==> config.mk <==
export PLATFORM = sky130hd
export DESIGN_NAME = alu_arbiter
export DESIGN_NICKNAME = d
export VERILOG_FILES = /design/src/rtl/alu_arbiter_pkg.sv /design/src/rtl/alu_arbiter_alu.sv /design/src/rtl/alu_arbiter.sv
export SDC_FILE = /design/constraint.sdc
export NUM_CORES = 1
export LEC_CHECK = 0
export ABC_AREA = 1
export CORE_MARGIN = 5
export CORE_UTILIZATION = 25
export CTS_CLUSTER_DIAMETER = 60
export CTS_CLUSTER_SIZE = 10
export DETAILED_ROUTE_END_ITERATION = 8
export DONT_BUFFER_PORTS = 1
export GPL_TIMING_DRIVEN = 0
export HOLD_SLACK_MARGIN = 0.05
export SETUP_SLACK_MARGIN = 0.05
export SLEW_MARGIN = 20
export SYNTH_ARGS = -nofsm -noshare
export SYNTH_HDL_FRONTEND = slang
export SYNTH_HIERARCHICAL = 1
export SYNTH_SLANG_ARGS = --single-unit
==> constraint.sdc <==
create_clock -name clk -period 2.9 [get_ports clk]
set_clock_uncertainty 0.15 [all_clocks]
set_input_delay 0.145 -clock clk [delete_from_list [all_inputs] [get_ports clk]]
set_output_delay 0.145 -clock clk [all_outputs]
set_load 0.02 [all_outputs]
==> src/rtl/alu_arbiter_pkg.sv <==
// Shared definitions for the two-requester ALU arbiter: data width, op codes
// and the FSM state encoding.
package alu_arbiter_pkg;

    localparam int WIDTH = 16;
    localparam int NREQ  = 2;
    localparam int OPW   = 3;

    localparam logic [OPW-1:0] OP_ADD = 3'd0;
    localparam logic [OPW-1:0] OP_SUB = 3'd1;
    localparam logic [OPW-1:0] OP_NOT = 3'd2;
    localparam logic [OPW-1:0] OP_SHL = 3'd3;
    localparam logic [OPW-1:0] OP_SHR = 3'd4;
    localparam logic [OPW-1:0] OP_AND = 3'd5;
    localparam logic [OPW-1:0] OP_OR  = 3'd6;
    localparam logic [OPW-1:0] OP_SLT = 3'd7;

    typedef enum logic [1:0] {
        ST_IDLE = 2'd0,
        ST_EXEC = 2'd1,
        ST_RESP = 2'd2
    } state_t;

    function automatic logic [1:0] onehot2(input logic idx);
        return idx ? 2'b10 : 2'b01;
    endfunction

endpackage

==> src/rtl/alu_arbiter_alu.sv <==
// Combinational ALU shared by both requesters. Arithmetic wraps modulo 2^WIDTH;
// shift counts of WIDTH or more produce zero.
module alu_arbiter_alu
    import alu_arbiter_pkg::*;
(
    input  logic [WIDTH-1:0] a,
    input  logic [WIDTH-1:0] b,
    input  logic [OPW-1:0]   op,
    output logic [WIDTH-1:0] y,
    output logic             zero
);

    localparam int SHW = $clog2(WIDTH);

    logic             shift_big;
    logic [SHW-1:0]   shamt;

    assign shift_big = |b[WIDTH-1:SHW];
    assign shamt     = b[SHW-1:0];

    always_comb begin
        y = '0;
        case (op)
            OP_ADD: y = a + b;
            OP_SUB: y = a - b;
            OP_NOT: y = ~a;
            OP_SHL: y = shift_big ? '0 : (a << shamt);
            OP_SHR: y = shift_big ? '0 : (a >> shamt);
            OP_AND: y = a & b;
            OP_OR:  y = a | b;
            OP_SLT: y = {{(WIDTH-1){1'b0}}, (a < b)};
            default: y = '0;
        endcase
    end

    assign zero = (y == '0);

endmodule

==> src/rtl/alu_arbiter.sv <==
// Round-robin arbiter sharing one ALU between two requesters; one operation in
// flight, fixed IDLE -> EXEC -> RESP sequence, result held until the owner accepts.
module alu_arbiter
    import alu_arbiter_pkg::*;
#(
    parameter int WIDTH = 16,
    parameter int NREQ  = 2
) (
    input  logic                  clk,
    input  logic                  rst,
    input  logic [NREQ-1:0]       req_valid,
    output logic [NREQ-1:0]       req_ready,
    input  logic [NREQ*WIDTH-1:0] req_a,
    input  logic [NREQ*WIDTH-1:0] req_b,
    input  logic [NREQ*3-1:0]     req_op,
    output logic [NREQ-1:0]       rsp_valid,
    input  logic [NREQ-1:0]       rsp_ready,
    output logic [WIDTH-1:0]      rsp_result,
    output logic                  rsp_iszero,
    output logic                  busy,
    output logic [1:0]            dbg_state
);

    // Handshakes: a request transfers on an edge where req_valid[i] & req_ready[i];
    // a response transfers where rsp_valid[owner] & rsp_ready[owner]. Valid may not
    // depend on ready; ready is only ever raised in IDLE (request) or honoured in RESP.

    state_t            state;
    logic              last_grant;
    logic              owner;
    logic [WIDTH-1:0]  a_q;
    logic [WIDTH-1:0]  b_q;
    logic [OPW-1:0]    op_q;
    logic [WIDTH-1:0]  res_q;
    logic              zero_q;

    logic              any_valid;
    logic              grant;
    logic [NREQ-1:0]   hs;
    logic [WIDTH-1:0]  sel_a;
    logic [WIDTH-1:0]  sel_b;
    logic [OPW-1:0]    sel_op;
    logic [WIDTH-1:0]  alu_y;
    logic              alu_zero;

    // Grant favours the requester that did not win last when both are pending.
    always_comb begin
        any_valid = |req_valid;
        grant     = (&req_valid) ? ~last_grant : req_valid[1];
        req_ready = (state == ST_IDLE && any_valid) ? onehot2(grant) : '0;
        hs        = req_valid & req_ready;
        sel_a     = grant ? req_a[2*WIDTH-1:WIDTH] : req_a[WIDTH-1:0];
        sel_b     = grant ? req_b[2*WIDTH-1:WIDTH] : req_b[WIDTH-1:0];
        sel_op    = grant ? req_op[5:3] : req_op[2:0];
    end

    alu_arbiter_alu u_alu (
        .a    (a_q),
        .b    (b_q),
        .op   (op_q),
        .y    (alu_y),
        .zero (alu_zero)
    );

    always_ff @(posedge clk) begin
        if (rst) begin
            state      <= ST_IDLE;
            last_grant <= 1'b1;
            owner      <= 1'b0;
            a_q        <= '0;
            b_q        <= '0;
            op_q       <= '0;
            res_q      <= '0;
            zero_q     <= 1'b1;
        end else begin
            case (state)
                ST_IDLE: begin
                    if (|hs) begin
                        a_q        <= sel_a;
                        b_q        <= sel_b;
                        op_q       <= sel_op;
                        owner      <= grant;
                        last_grant <= grant;
                        state      <= ST_EXEC;
                    end
                end
                ST_EXEC: begin
                    res_q  <= alu_y;
                    zero_q <= alu_zero;
                    state  <= ST_RESP;
                end
                ST_RESP: begin
                    // Returning to IDLE here means no grant is possible this edge.
                    if (rsp_ready[owner]) begin
                        state <= ST_IDLE;
                    end
                end
                default: state <= ST_IDLE;
            endcase
        end
    end

    assign rsp_valid  = (state == ST_RESP) ? onehot2(owner) : '0;
    assign rsp_result = res_q;
    assign rsp_iszero = zero_q;
    assign busy       = (state != ST_IDLE);
    assign dbg_state  = state;

endmodule
==> reports/results.txt, run 1 <==
First-pass GRT wire length = 42100 µm
Met1 Use GR = 20.0%
WHS = 0.0498 ns
I/O pin cnt = 100
Layout filler cell count = 2971
Antenna Cells = 0
CP most frequent cell = nand2_1
R2R Path Start = b_q[2]$_SDFFE_PP0P_
Total Die Area = 0.0306 mm²
Lkg Pwr = 0.00414 µW
CTS Buffer Depth = 2
Register area = 0.00118 mm²
RR Endpoint = rsp_result[15]$_SDFFE_PP0N_
Mapped Area = 0.00681 mm²
CP Capture Type = register
Power density over cell area = 448 mW/mm²
Cells along the critical path = inv_6 > ha_1 > buf_4 > inv_1 > a21oi_2 > nand2_2 > nand2_1 > nand2_2 > nand2_1 > nand3_1 > nand3_1 > nand2_1 > nor2_4 > buf_4 > inv_1 > o21ai_0 > nor2_1
GR Util met3 = 3.22%
Max-Cap Viols = 0
FP Rows = 60
H-tree Lvls = 2
Die Wd = 175 µm
FFs w/ async S/R, synth = 0%
Worst-path fanout max = 19
Minimum clock period = 2.72 ns
Hold Crit Class = primary input to register
GRT Util Overall = 17.0%
Max Freq = 0.367 GHz
Largest net degree at the start of global routing = 20
Detailed Routing Iterations Pass 1 = 6
Dominant synthesized flop cell = dfxtp_1
Die height = 175 µm
Critical path data required time = 2.95 ns
Routed len/inst = 16.2 µm
Setup crit end = rsp_result[15]$_SDFFE_PP0N_
Sequential share of the synthesized area = 16.5%
Total CTS buffers = 5
Later-pin clock latency in the skew report = 0.30 ns
Share of layout cells above drive strength 1 = 12.3%
DRT Wirelength = 26900 µm
Reg2reg path depth = 17
Crit-path slowest cell = dfxtp_4
Syn Area/Cell = 5.49 µm²
GR Util met2 = 30.7%
Gpl congestion = 0.952
Most frequent cells in the layout = nand2_1 (412), nand3_1 (186), inv_1 (130)
Startpoint types = register
Final #Nets = 1453
Initial antenna violation count = 0
Starting Density = 25.3%
Crit path DAT = 2.77 ns
Final setup viols = 0
Non-filler cells, final = 1667
Status = complete, no violations
Area of the multi-input gates = 0.00495 mm²
# clock sinks = 56
Measured slew at the worst slew-check pin = 0.593 ns
Final period util = 93.9%
Mapped Cells = 1240
Root Driver = clkbuf_16
Register bit count reported by yosys = 56
Register-to-register setup slack = 0.18 ns
DP Wirelength = 21200 µm
DRT iter0 DRCs = 738
Via density = 5.08
Clock-pin slew on the worst setup and hold paths = 0.07 ns
Global route total overflow = 0
Grt peak-use layer = met2
RSZ-0062 raised after global routing = false
VDD IR max = 0.000297 V
Syn Nets = 1367
Drc violations = 0
Inst Count DP = 1581
Fin. max-slew vios = 0
Port Buffers = 0
Netlist cell types = 38
Max incr delay on CP = 0.41 ns
Crit path kind = register to register
Setup TNS = 0 ns
Vias in the first global route = 7975
Commonest non-fill, non-tap cell in the layout = nand2_1
CP startpoint = b_q[2]$_SDFFE_PP0P_
Synth warnings = 6
Hold Vio Cnt, Final = 0
Core area = 0.0269 mm²
Area growth syn-to-layout = 24.6%
DR vias = 8466
Slew Limit Headroom = 60.5%
Antenna-violating nets left = 0
Number of synthesized flops with an enable pin = 0
CTS tree = done
worst max-delay path, delay by kind of cell (launching register included):
kind | cells | cell delay, ns
AND/OR/NAND/NOR | 9 | 0.86
AO/OA/AOI/OAI | 2 | 0.38
buffers and inverters | 5 | 0.52
adder cells (fa/ha/maj) | 1 | 0.29
flip-flops | 1 | 0.41
worst min-delay path by stage:
stage / startpoint / cells after the start / endpoint / slack (ns)
2_1_floorplan: rsp_ready[1] / 3 / dbg_state[1]$_SDFFE_PP0P_ / 0.20
3_3_place_gp: rsp_ready[0] / 3 / dbg_state[1]$_SDFFE_PP0P_ / 0.21
3_5_place_dp: rsp_ready[1] / 3 / dbg_state[1]$_SDFFE_PP0P_ / 0.22
4_1_cts: req_valid[0] / 4 / a_q[0]$_SDFFE_PP0P_ / 0.05
5_1_grt: req_valid[0] / 4 / b_q[10]$_SDFFE_PP0P_ / 0.07
6_report: req_valid[0] / 4 / a_q[0]$_SDFFE_PP0P_ / 0.05
report_power, final:
group	internal, µW	switching, µW	total (µW)	leakage (µW)
Combinational	721	1280	2000	0.00358
Clock	491	296	787	0.0000899
Sequential	854	165	1020	0.000475
through the flow:
step                      util [%]  setup WS (ns)  instance area, µm²  total power [µW]
after floorplan                  -          0.390                6810              2260
after global placement        26.9         -0.379                7230              2730
after detailed placement      26.9         -0.376                7230              2750
after CTS                     30.6         0.0554                8230              3670
after global routing          31.6         0.0268                8480              4090
final                         31.6          0.177                8480              3800
final cells by class:
| class | count | share of cell area (%) |
|---|---|---|
| clock inverters | 2 | 0.708 |
| plain buffers | 53 | 4.75 |
| well taps | 341 | 5.03 |
| multi-input cells | 988 | 58.3 |
| flip-flops and latches | 56 | 13.9 |
| repair buffers | 81 | 9.35 |
| clock buffers | 5 | 1.47 |
| inverters | 141 | 6.44 |
metal layers:
metal,vias up,routed length (µm),share of wire [%]
met5,-,0,0
met2,390,13100,49
met3,72,2110,7.8
met4,0,958,3.6
li1,4135,-,-
met1,3869,10800,40
Yosys cell counts, types with 2 or more instances:
master / instances / area [µm²]
ha_1: 49 / 613
inv_2: 7 / 26.3
nand2_1: 421 / 1580
nor2_1: 140 / 526
and2_1: 2 / 12.5
o21bai_1: 5 / 37.5
o22ai_1: 4 / 25.0
inv_1: 132 / 495
a21oi_1: 79 / 395
clkbuf_1: 9 / 33.8
nand3_1: 189 / 946
buf_2: 31 / 155
nor2_2: 8 / 50.1
inv_4: 2 / 12.5
o221ai_1: 2 / 17.5
o21ai_0: 34 / 170
nand4_1: 6 / 37.5
nand3_2: 4 / 40.0
buf_4: 4 / 30.0
dfxtp_1: 56 / 1120
fa_1: 2 / 40.0
o21ai_1: 7 / 35.0
nand3b_1: 4 / 30.0
buf_6: 10 / 113
nand2_4: 6 / 67.6
o211ai_1: 3 / 22.5
nand2_2: 6 / 37.5
nor3_1: 8 / 40.0
timing repair:
item,CTS,global route
endpoints found under the setup margin,15,10
buffers inserted,2,5
pin swaps,1,7
hold endpoints to repair,44,0
gates resized for setup,23,86
hold buffers,74,0
sequential cells by signal, indices dropped and copies added (netlist names):
name        flops
a_q            16
b_q            16
rsp_result     16
op_q            3
dbg_state       2
last_grant      1
owner           1
rsp_iszero      1
cell families after synthesis:
group / count (synthesis) / share of synthesized area, %
fa+ha+maj: 51 / 9.59
flops: 56 / 16.5
buf+inv: 196 / 13.0
compound gates: 140 / 11.2
simple gates: 796 / 49.6
xor+xnor: 1 / 0.129
Note: power is estimated with default switching activity, not from simulation.
==> inputs of run 2 (changes only) <==
--- a/config.mk
+++ b/config.mk
@@ -5,7 +5,6 @@
 export SDC_FILE = /design/constraint.sdc
 export NUM_CORES = 1
 export LEC_CHECK = 0
-export ABC_AREA = 1
 export CORE_MARGIN = 5
 export CORE_UTILIZATION = 25
 export CTS_CLUSTER_DIAMETER = 60
==> run 2 against run 1 <==
  * The run now ends with negative setup slack left
  * Routed wire length is 10% higher
  * Sequential power barely moved
  * Non-clock buffer count up 70
  * Sequential cell count is the same
  * Via count shrank 5.8%
==> reports/results.txt, run 2 <==
Largest net degree at the start of global routing = 20
Failing checks = negative setup slack
Worst-path fanout max = 12
H-tree Lvls = 2
Cells along the critical path = inv_2 > clkbuf_8 > buf_12 > ha_4 > nor2_2 > o311a_1 > o22ai_2 > a221oi_2 > o211ai_1 > nor4_1 > or4b_1 > or4_1 > nor4_2 > nand2_1 > nand3b_1
Max incr delay on CP = 0.49 ns
Total CTS buffers = 5
WHS = 0.0647 ns
Slew Limit Headroom = 40.1%
Synth warnings = 6
Placed instance area = 0.00701 mm²
CTS Buffer Depth = 2
Syn Area/Cell = 7.52 µm²
Dominant synthesized flop cell = dfxtp_1
Sequential share of the synthesized area = 17.3%
DR vias = 7979
Hold Vio Cnt, Final = 0
Number of synthesized flops with an enable pin = 0
Commonest non-fill, non-tap cell in the layout = nand3_1
Starting Density = 25.1%
Area growth syn-to-layout = 40.8%
Drc violations = 0
DRT Wirelength = 29700 µm
Initial antenna violation count = 0
Worst Hold Launch = rst
Gpl congestion = 1.00
Register area = 0.00118 mm²
Leading area contributor after synthesis = dfxtp_1
Mapped Area = 0.00648 mm²
Die height = 171 µm
I/O pin cnt = 100
Status = complete, but fails checks
Measured slew at the worst slew-check pin = 0.887 ns
FP Rows = 59
Share of layout cells above drive strength 1 = 26.4%
Register bit count reported by yosys = 56
Crit-path slowest cell = or4b_1
Later-pin clock latency in the skew report = 0.31 ns
Die Wd = 171 µm
Critical path data required time = 3.00 ns
Startpoint types = register
R2R Path Start = b_q[1]$_SDFFE_PP0P_
Minimum clock period = 3.86 ns
Max Freq = 0.259 GHz
Hold Crit Class = primary input to register
Antenna Cells = 0
Area of the multi-input gates = 0.00538 mm²
Post-route cell area = 0.00912 mm²
VDD IR max = 0.000320 V
Fin worst setup slack = -0.963 ns
Fin. max-slew vios = 0
Synth area leaders = dfxtp_1 (17%), ha_1 (9.5%), nand3_1 (5.9%), mux4_2 (5.6%), mux2i_1 (5.1%)
FFs w/ async S/R, synth = 0%
Register-to-register setup slack = -0.96 ns
Final setup viols = 11
GRT Util Overall = 19.3%
Final period util = 133%
CP Buf/Inv Count = 3
Routed len/inst = 22.3 µm
Layout filler cell count = 2575
Final #Nets = 1123
CP startpoint = b_q[1]$_SDFFE_PP0P_
First-pass GRT wire length = 44400 µm
Root Driver = clkbuf_16
Syn Nets = 988
Worst path top cell family by delay = simple AND/OR/NAND/NOR gates
Util after Layout = 35.4%
Netlist cell types = 73
Power density over cell area = 448 mW/mm²
Crit path kind = register to register
Vias in the first global route = 7698
Top-area cell type share of the netlist area = 17.3%
Total Die Area = 0.0292 mm²
Clock-pin slew on the worst setup and hold paths = 0.08 ns
Worst slack, placed = -1.52 ns
Most frequent cells in the layout = nand3_1 (77), dlygate4sd3_1 (74), nand2_1 (67)
Port Buffers = 0
RSZ-0062 raised after global routing = true
Detailed Routing Iterations Pass 1 = 6
Most numerous cell in the Yosys netlist = nand3_1
CTS tree = done
Via density = 5.99
Max-Cap Viols = 0
Antenna-violating nets left = 0
DP Wirelength = 21600 µm
Lkg Pwr = 0.00339 µW
DRT iter0 DRCs = 1123
CP Capture Type = register
Global route total overflow = 0
Mapped Cells = 861
# clock sinks = 56
Synth cell count leaders = nand3_1 (77), nand2_1 (71), o21ai_0 (59)
Core area = 0.0258 mm²
Crit path DAT = 3.96 ns
run 2: cell types whose count changed in the layout (fill, tap and decap cells not counted), moves of 37 or more:
cell / previous run / this run
nand2_1: 412 / 67
inv_1: 130 / 43
a31oi_1: 1 / 38
nand3_1: 186 / 77
buf_4: 13 / 63
nor2_1: 125 / 40
run 2: layout make-up:
type                       instances  share of cell area, %
sequential                        56                   13.0
clock inverter                     3                  0.302
timing repair buffer             132                   13.4
inverter                          49                   2.33
multi-input combinational        680                   59.0
buffer                            72                   6.04
clock buffer                       5                   1.37
tap                              335                   4.60
run 2: cells by family (layout without fill, tap and decap cells):
kind of cell               Yosys count  in the layout  synth area share (%)
DFF                                 56             56                  17.3
AOI/OAI and AO/OA                  291            291                  30.0
adders and majority gates           51             51                  10.1
muxes                               54             54                  11.5
buffers and inverters              125            261                  8.62
and+or+nand+nor                    284            284                  22.5
run 2: metrics by stage:
| step | std cells | TNS, ns | total power (µW) |
|---|---|---|---|
| after floorplan | 861 | -0.601 | 2210 |
| after global placement | 1196 | -9.54 | 2730 |
| after detailed placement | 1196 | -9.86 | 2730 |
| after CTS | 1318 | -1.80 | 3820 |
| after global routing | 1332 | -3.32 | 4260 |
| final | 1332 | -2.39 | 4080 |
run 2: path summary, 6_finish.rpt:
path,cells after the start,endpoint
setup / recovery,15,rsp_iszero$_SDFFE_PP1N_
hold / removal,2,dbg_state[1]$_SDFFE_PP0P_
setup reg to reg,15,rsp_iszero$_SDFFE_PP1N_
hold reg to reg,2,last_grant$_SDFFE_PP1P_
run 2: routing by layer:
metal  track usage (%)  wire length (µm)
met5                 0                 0
met4              8.85              1640
met3              4.00              2880
met2              32.6             13700
met1              23.6             11500
run 2: report_power, final:
part           total (µW)  internal (µW)  switching, µW  leakage, µW
Clock                 650            329            320    0.0000719
Combinational        2410           1060           1350      0.00284
Sequential           1030            850            176     0.000472
Total                4080           2230           1850      0.00339
run 2: repair_timing:
item,CTS,global route
resized for setup,136,59
endpoints found under the setup margin,17,15
setup buffers,44,13
endpoints found under the hold margin,36,0
hold buffers,74,0
gates cloned,0,1
pin swaps,18,20
run 2: worst register-to-register path: stages (launching register included):
cell and delay, ns:
dfxtp_4 0.38, inv_2 0.11, clkbuf_8 0.15, buf_12 0.14
ha_4 0.21, nor2_2 0.15, o311a_1 0.32, o22ai_2 0.15
a221oi_2 0.30, o211ai_1 0.18, nor4_1 0.32, or4b_1 0.49
or4_1 0.42, nor4_2 0.16, nand2_1 0.09, nand3b_1 0.09
==> inputs of run 3 (changes only) <==
--- a/config.mk
+++ b/config.mk
@@ -5,14 +5,15 @@
 export SDC_FILE = /design/constraint.sdc
 export NUM_CORES = 1
 export LEC_CHECK = 0
+export BUFFER_PORTS_ARGS = -buffer_cell sky130_fd_sc_hd__buf_2
 export CORE_MARGIN = 5
 export CORE_UTILIZATION = 25
 export CTS_CLUSTER_DIAMETER = 60
 export CTS_CLUSTER_SIZE = 10
 export DETAILED_ROUTE_END_ITERATION = 8
-export DONT_BUFFER_PORTS = 1
 export GPL_TIMING_DRIVEN = 0
 export HOLD_SLACK_MARGIN = 0.05
+export MAX_ROUTING_LAYER = met4
 export SETUP_SLACK_MARGIN = 0.05
 export SLEW_MARGIN = 20
 export SYNTH_ARGS = -nofsm -noshare
==> run 3 against run 2 <==
  * The flow still finishes with violations (negative setup slack)
  * Hold slack gained 0.052 ns
  * Non-clock buffer count grew 97
  * Critical path depth shrank 1
  * First-iteration DRC count shrank 33%
  * Maximum frequency grew 1.5%
  * Register-to-register slack gained 0.06 ns
==> reports/results.txt, run 3 (same netlist as run 2, synthesis figures left out) <==
I/O pin cnt = 100
Die height = 171 µm
Commonest non-fill, non-tap cell in the layout = buf_2
Fin worst setup slack = -0.905 ns
Fin. max-slew vios = 0
Worst-path fanout max = 4
Via density = 5.76
Worst Hold Path EP = rsp_result[15]$_SDFFE_PP0N_
CP startpoint = b_q[2]$_SDFFE_PP0P_
Non-filler cells, final = 1430
DR vias = 8234
Crit path DAT = 3.90 ns
Drc violations = 0
Lkg Pwr = 0.00383 µW
Gpl congestion = 1.07
Critical path data required time = 3.00 ns
Starting Density = 25.1%
Crit-path slowest cell = or4_1
Register-to-register setup slack = -0.91 ns
Failing checks = negative setup slack
Max incr delay on CP = 0.55 ns
VDD IR max = 0.000297 V
Startpoint types = register
Worst path top cell family by delay = compound AO/OA/AOI/OAI gates
Total Die Area = 0.0292 mm²
First-pass GRT wire length = 46200 µm
Status = complete, but fails checks
Final setup viols = 9
Final period util = 131%
R2R Path Start = b_q[2]$_SDFFE_PP0P_
Total CTS buffers = 5
Port Buffers = 98
CTS Buffer Depth = 2
Hold Vio Cnt, Final = 0
Cells along the critical path = buf_8 > inv_8 > buf_8 > ha_4 > or2_4 > a221oi_4 > o41a_1 > o41a_1 > a221o_1 > a211o_1 > or4_1 > nor4_2 > nand2_1 > nand3b_1
Power density over cell area = 434 mW/mm²
CP Capture Type = register
Max-Cap Viols = 0
Largest net degree at the start of global routing = 20
DRT iter0 DRCs = 750
CP Buf/Inv Count = 3
Util after Layout = 37.7%
Hold Crit Class = primary input to register
Detailed Routing Iterations Pass 1 = 7
Measured slew at the worst slew-check pin = 0.716 ns
Global route total overflow = 0
Core area = 0.0258 mm²
Later-pin clock latency in the skew report = 0.31 ns
RSZ-0062 raised after global routing = true
Reg2reg path depth = 14
Worst Hold Launch = rst
WP depth = 14
Max Freq = 0.263 GHz
Area growth syn-to-layout = 50.0%
Routed len/inst = 21.0 µm
FP Rows = 59
WHS = 0.117 ns
Root Driver = clkbuf_16
Crit path kind = register to register
Layout filler cell count = 2589
Initial antenna violation count = 1
Vias in the first global route = 8136
GRT Util Overall = 20.5%
Most frequent cells in the layout = buf_2 (109), nand3_1 (76), dlygate4sd3_1 (72)
RR Endpoint = rsp_iszero$_SDFFE_PP1N_
Antenna-violating nets left = 0
Inst Count DP = 1294
# clock sinks = 56
Share of layout cells above drive strength 1 = 34.3%
Minimum clock period = 3.81 ns
DRT Wirelength = 30000 µm
Clock-pin slew on the worst setup and hold paths = 0.09 ns
Die Wd = 171 µm
Final #Nets = 1220
Worst hold stages = 2
H-tree Lvls = 2
CTS tree = done
DP Wirelength = 21700 µm
Slew Limit Headroom = 51.8%
-- run 3: changes by cell type in the layout (fill, tap and decap cells not counted), moves of 3 or more --
cell	previous run	this run
a21oi_1	43	38
a21oi_2	9	12
buf_2	13	109
buf_6	12	15
buf_8	1	5
dfxtp_2	8	5
nand2_1	67	64
-- run 3: final cells by class --
class                           instances  area [µm²]  area share, %
Inverter                               49         214           2.20
Sequential cell                        56        1190           12.2
Antenna cell                            1        2.50         0.0258
Clock inverter                          3        27.5          0.283
Buffer                                 72         568           5.85
Tap cell                              335         419           4.31
Timing Repair Buffer                  229        1700           17.5
Multi-Input combinational cell        680        5470           56.3
Clock buffer                            5         125           1.29
-- run 3: timing repair --
item                                    CTS  global route
pin swaps                                37            33
buffers inserted                         49            16
hold buffers                             72             0
endpoints found under the setup margin   15            15
endpoints found under the hold margin    36             0
gates resized for setup                 179            44
cloned                                    0             0
-- run 3: routing by layer --
layer  up-vias  global-route usage (%)  part of all wire [%]
met5         -                       -                     0
met4         0                    8.03                   4.5
met3        96                    3.47                   8.5
met2       448                    33.8                    47
met1      3966                    25.1                    40
li1       3724                       -                     -
-- run 3: report_power, final --
group	internal (µW)	switching (µW)
logic	1150	1430
registers	849	139
clock network	329	317
-- run 3: worst max path at each step --
| stage | to | slack [ns] |
|---|---|---|
| CTS | rsp_iszero$_SDFFE_PP1N_ | -0.82 |
| global placement | rsp_iszero$_SDFFE_PP1N_ | -1.62 |
| global route | rsp_iszero$_SDFFE_PP1N_ | -1.00 |
| finish | rsp_iszero$_SDFFE_PP1N_ | -0.91 |
| detailed placement | rsp_iszero$_SDFFE_PP1N_ | -1.56 |
| floorplan | rsp_iszero$_SDFFE_PP1N_ | -0.58 |
-- run 3: stage by stage --
step / instance area, µm² / TNS (ns) / total power (µW) / setup WS (ns)
final: 9710 / -2.48 / 4210 / -0.905
after global routing: 9710 / -3.41 / 4420 / -1.00
after CTS: 9480 / -2.42 / 4040 / -0.825
after detailed placement: 7500 / -9.34 / 2810 / -1.56
after global placement: 7500 / -10.36 / 2810 / -1.62
after floorplan: 6590 / -0.601 / 2210 / -0.579
-- run 3: worst reg2reg max path: cells and delay by family (launching register included) --
kind	cells	cell delay [ns]
AO/OA/AOI/OAI	5	1.63
AND/OR/NAND/NOR	5	1.00
flip-flops	1	0.40
adder cells (fa/ha/maj)	1	0.28
buffers and inverters	3	0.27
